**src/rtl/vcve2_pkg.sv**
```systemverilog
// Shared types for the vector register file access path.
package vcve2_pkg;

  typedef enum logic [1:0] {
    ARB_IDLE    = 2'b00,
    ARB_LOCK_EX = 2'b01,
    ARB_LOCK_LS = 2'b10
  } arb_state_t;

  typedef enum logic {
    PORT_EX = 1'b0,
    PORT_LS = 1'b1
  } vrf_port_e;

endpackage

```
**src/rtl/vrf_port_arbiter.sv**
```systemverilog
// Arbitrates the execute sequencer and load-store unit onto one single-port VRF RAM,
// with round-robin fairness and multi-beat exclusive locks.
module vrf_port_arbiter
  import vcve2_pkg::*;
#(
  parameter int unsigned VLEN      = 128,
  parameter int unsigned AddrWidth = 5
) (
  input  logic                 clk_i,
  input  logic                 rst_ni,
  input  logic                 ex_req_i,
  input  logic                 ex_we_i,
  input  logic [AddrWidth-1:0] ex_addr_i,
  input  logic [VLEN-1:0]      ex_wdata_i,
  input  logic                 ex_lock_i,
  input  logic                 ls_req_i,
  input  logic                 ls_we_i,
  input  logic [AddrWidth-1:0] ls_addr_i,
  input  logic [VLEN-1:0]      ls_wdata_i,
  input  logic                 ls_lock_i,
  output logic                 ex_gnt_o,
  output logic                 ls_gnt_o,
  output logic                 ex_rvalid_o,
  output logic                 ls_rvalid_o,
  output logic [VLEN-1:0]      rdata_o,
  output logic                 ram_req_o,
  output logic                 ram_we_o,
  output logic [AddrWidth-1:0] ram_addr_o,
  output logic [VLEN-1:0]      ram_wdata_o,
  input  logic [VLEN-1:0]      ram_rdata_i,
  output logic [1:0]           owner_o
);

  arb_state_t state_q;
  vrf_port_e  rr_q;
  logic       ex_rvalid_q, ls_rvalid_q;

  always_comb begin
    ex_gnt_o = 1'b0;
    ls_gnt_o = 1'b0;
    if (rst_ni) begin
      unique case (state_q)
        ARB_IDLE: begin
          if (ex_req_i && ls_req_i) begin
            ex_gnt_o = (rr_q == PORT_EX);
            ls_gnt_o = (rr_q == PORT_LS);
          end else begin
            ex_gnt_o = ex_req_i;
            ls_gnt_o = ls_req_i;
          end
        end
        ARB_LOCK_EX: ex_gnt_o = ex_req_i;
        ARB_LOCK_LS: ls_gnt_o = ls_req_i;
        default: ;
      endcase
    end
  end

  always_comb begin
    ram_req_o   = ex_gnt_o | ls_gnt_o;
    ram_we_o    = 1'b0;
    ram_addr_o  = '0;
    ram_wdata_o = '0;
    if (ex_gnt_o) begin
      ram_we_o    = ex_we_i;
      ram_addr_o  = ex_addr_i;
      ram_wdata_o = ex_wdata_i;
    end else if (ls_gnt_o) begin
      ram_we_o    = ls_we_i;
      ram_addr_o  = ls_addr_i;
      ram_wdata_o = ls_wdata_i;
    end
  end

  always_ff @(posedge clk_i) begin
    if (!rst_ni) begin
      state_q     <= ARB_IDLE;
      rr_q        <= PORT_EX;
      ex_rvalid_q <= 1'b0;
      ls_rvalid_q <= 1'b0;
    end else begin
      ex_rvalid_q <= ex_gnt_o & ~ex_we_i;
      ls_rvalid_q <= ls_gnt_o & ~ls_we_i;
      if (ex_gnt_o)      rr_q <= PORT_LS;
      else if (ls_gnt_o) rr_q <= PORT_EX;
      unique case (state_q)
        ARB_IDLE: begin
          if (ex_gnt_o && ex_lock_i)      state_q <= ARB_LOCK_EX;
          else if (ls_gnt_o && ls_lock_i) state_q <= ARB_LOCK_LS;
        end
        ARB_LOCK_EX: if (!ex_lock_i) state_q <= ARB_IDLE;
        ARB_LOCK_LS: if (!ls_lock_i) state_q <= ARB_IDLE;
        default:     state_q <= ARB_IDLE;
      endcase
    end
  end

  // A read granted just before reset must not surface while reset is held.
  assign ex_rvalid_o = ex_rvalid_q & rst_ni;
  assign ls_rvalid_o = ls_rvalid_q & rst_ni;
  assign rdata_o     = ram_rdata_i;
  assign owner_o     = state_q;

endmodule
```
**config.mk**
```make
export PLATFORM = sky130hd
export DESIGN_NAME = vrf_port_arbiter
export DESIGN_NICKNAME = d
export VERILOG_FILES = /design/src/rtl/vcve2_pkg.sv /design/src/rtl/vrf_port_arbiter.sv
export SDC_FILE = /design/constraint.sdc
export NUM_CORES = 1
export LEC_CHECK = 0
export CORE_AREA = 4 4 261 263
export CTS_CLUSTER_DIAMETER = 60
export DETAILED_ROUTE_END_ITERATION = 7
export DIE_AREA = 0 0 265 267
export SYNTH_ARGS = -nofsm -noshare
export SYNTH_HDL_FRONTEND = slang
export SYNTH_SLANG_ARGS = --single-unit
```
**constraint.sdc**
```tcl
create_clock -name clk_i -period 1.9 [get_ports clk_i]
set_input_delay 0.285 -clock clk_i [delete_from_list [all_inputs] [get_ports clk_i]]
set_output_delay 0.285 -clock clk_i [all_outputs]
set_load 0.005 [all_outputs]
```
==> parameters.txt <==
Parameter                              Value

Place
  Placed inst area ... 7090 um2
  HPWL Detailed ... 36000 um
  Quantity of I/O buffers inserted on ports ... 414
  Worst Setup Slack post-DPL ... -992 ps
  Final Wtd Congestion ... approximately 0.76

Synthesis
  Proportion of synthesized chip area in sequential cells ... 3.95%
  Netlist area before placement ... 2530 um2
  Syn_nets ... 720
  Share of Yosys cell area claimed by the top area cell type ... between 40% and 50%
  Mean post-synth cell area ... 7.97 um2
  Synth Flop Type ... sky130_fd_sc_hd__dfxtp_1
  Number of distinct standard cells referenced by the synthesized netlist ... 19
  Synth area leaders ... sky130_fd_sc_hd__a22o_1 46%, sky130_fd_sc_hd__buf_4 38%, sky130_fd_sc_hd__dfxtp_1 3.9%
  #FFs+latches synth ... 5
  Share of async-settable or async-resettable flops after synthesis ... 0%
  Synth area leader ... sky130_fd_sc_hd__a22o_1
  Number of flops mapped to enable cells by yosys ... 0
  Synthesized netlist cell count ... about 320
  Yosys synthesis warning count ... 0

Floorplanning
  Initial cell density of the core ... under 10%
  Row cnt ... 94
  Die height ... 267 um
  Placeable Area ... between 60000 and 70000 um2
  Die Wd ... 265 um
  Die outline area ... 70800 um2
  I/O pins ... between 600 and 700

Clock network
  CTS H-tree lvls ... 1
  Clock insertion delay at the later pin of the skew report ... 230 ps
  Total CTS buffers ... 3
  Clk sinks ... 5
  CTS Buffer Depth ... 2
  Cell at the root of the clock tree ... sky130_fd_sc_hd__clkbuf_16
  Reg clk slew, reported paths ... 30 ps
  Clock tree from TritonCTS ... built

Setup path
  Critical path start-end classification ... flip-flop to output pin
  Endpoint required time on the critical path ... 1620 ps
  Kind of start point of the critical path ... flip-flop
  Ordered list of cells on the worst path ... or3b_4, and3_4, buf_12, buf_12, buf_16, buf_12, a22o_1, buf_6
  Worst endpoint data arrival time ... around 2000 ps
  Most common cell on crit path ... sky130_fd_sc_hd__buf_12
  CP max FO ... 6
  CP max-delay cell ... sky130_fd_sc_hd__or3b_4
  Slowest Stage Delay on Critical Path ... 390 ps
  Type of destination of the critical path ... output pin

Drt
  Total routed wirelength ... 44700 um
  Post-DR vias/cell ... 2.73
  Total number of vias ... 4164
  Remaining antenna violation count after routing ... 0
  Wire per inst ... 29.2 um
  Number of search-and-repair iterations in the first detailed-routing pass ... 4
  Drt drc ... 0
  Number of DRC markers in iteration 0 ... 74

STA
  Transition at the pin with the smallest max-transition slack ... 290 ps
  Post-layout worst setup margin ... -425 ps
  Final slew viol count ... 0
  Clk_skew ... 1.29 ps
  Number of setup violations in the final report ... about 130
  Final critical delay including setup and external delays ... around 2300 ps
  Setup repair after global routing missed its margin ... true
  Worst slack on hold paths ... 535 ps
  Setup Total Neg Slack ... -42520 ps
  Top achievable clock speed ... 0.430 GHz
  Remaining max-slew budget at the tightest pin ... 80.6%
  Period Utilization, post-route ... 122%
  Number of hold violations in the final report ... 0

Finish
  Leading cell type in the layout, fill and taps excluded ... sky130_fd_sc_hd__clkdlybuf4s50_1
  Post-route standard cell area excluding fillers ... roughly 8300 um2
  Number of nets in the layout ... between 1000 and 1500
  Area growth syn-to-layout ... 229%
  Fraction of layout instances using a drive strength above 1 ... 39.2%
  Highest-count cells in the layout ignoring fill and taps ... 274 x sky130_fd_sc_hd__clkdlybuf4s50_1, 106 x sky130_fd_sc_hd__a22o_1, 55 x sky130_fd_sc_hd__buf_6

Run status
  Failing checks ... setup timing
  Status ... finished, violations left

Global routing
  Antenna violations before repair ... 4
  GRT overflow ... 0
  Largest net degree at the start of global routing ... 27
  First-pass GRT wire length ... 53800 um
  Number of global-route vias before repair ... 4686
  Global routing usage summed across all routing layers ... 11.6%

Power
  LEAKAGE ... 3.35 nW
  Power density over cell area ... 307 nW/um2
  Peak supply drop ... 0.208 mV
  Post-layout total power ... 2.56 mW

Flow run
  # Max-Cap Violations ... 0

Min path
  Kind of path behind the tightest hold check ... input pin to flip-flop
==> routing by layer <==
layer  vias up  track usage [%]  part of all wire [%]
li1       1774                -                     -
met1      1811             9.16                    27
met2       544             21.5                    50
met3        27             11.3                    22
met4         8            0.742                   1.3
met5         -                0                  0.12
==> logic make-up after synthesis <==
group                  Yosys count  share of synthesized area, %
flip-flops                       5                          3.95
AND/OR/NAND/NOR                 14                          3.06
AO/OA/AOI/OAI                  140                          48.0
buffers and inverters          159                          45.0
==> metrics by stage <==
step,util (%),instances
after floorplan,-,318
after global placement,10.8,1462
after detailed placement,10.8,1462
after CTS,12.5,1521
after global routing,12.7,1527
final,12.7,1528
==> worst paths after layout <==
| kind | startpoint | slack (ps) | end | depth (start not counted) |
|---|---|---|---|---|
| worst max-delay path | owner_o[1] | -430 | ram_wdata_o[108] | 8 |
| worst min-delay path | ls_req_i | 530 | rr_q | 4 |
| worst max register to register | owner_o[1] | 170 | owner_o[1] | 6 |
| worst min register to register | owner_o[1] | 610 | owner_o[0] | 3 |
==> sequential cells by signal (all words and copies together), names as in the netlist <==
| signal | flops |
|---|---|
| ls_rvalid_q | 1 |
| rr_q | 1 |
| owner_o | 2 |
| ex_rvalid_q | 1 |
==> what timing repair did <==
action	4_1_cts	5_1_grt
endpoints found under the setup margin	138	135
hold buffers	0	0
buffers inserted	36	8
gates resized for setup	538	65
hold endpoints to repair	0	0
gates cloned	19	6
pin swaps	12	18
==> cell type report <==
| cell class | instances | area [um2] |
|---|---|---|
| diodes | 1 | 2.50 |
| clock buffers | 4 | 78.8 |
| fillers | 7457 | 57300 |
| inverters | 1 | 3.75 |
| multi-input cells | 154 | 1570 |
| flip-flops and latches | 5 | 104 |
| well taps | 864 | 1080 |
| repair buffers | 499 | 5510 |
==> power breakdown <==
group	internal [mW]	switching, mW
combinational	1.33	0.756
sequential	0.111	0.00327
clock	0.279	0.0797
total	1.72	0.839
==> critical path, delay by kind of cell (launching register included) <==
kind / cells / cell delay [ps]
buffers and inverters: 5 / 670
AND/OR/NAND/NOR: 2 / 620
flip-flops: 1 / 320
AO/OA/AOI/OAI: 1 / 190
==> synth_stat cells, drive strengths merged (2+ instances only) <==
| master | n |
|---|---|
| a21oi | 2 |
| a22o | 133 |
| and2 | 2 |
| buf | 149 |
| clkbuf | 9 |
| dfxtp | 5 |
| nand2 | 3 |
| nand2b | 2 |
| nor2 | 2 |
| nor2b | 3 |
| o21a | 2 |
(Power assumes the default switching activity.)
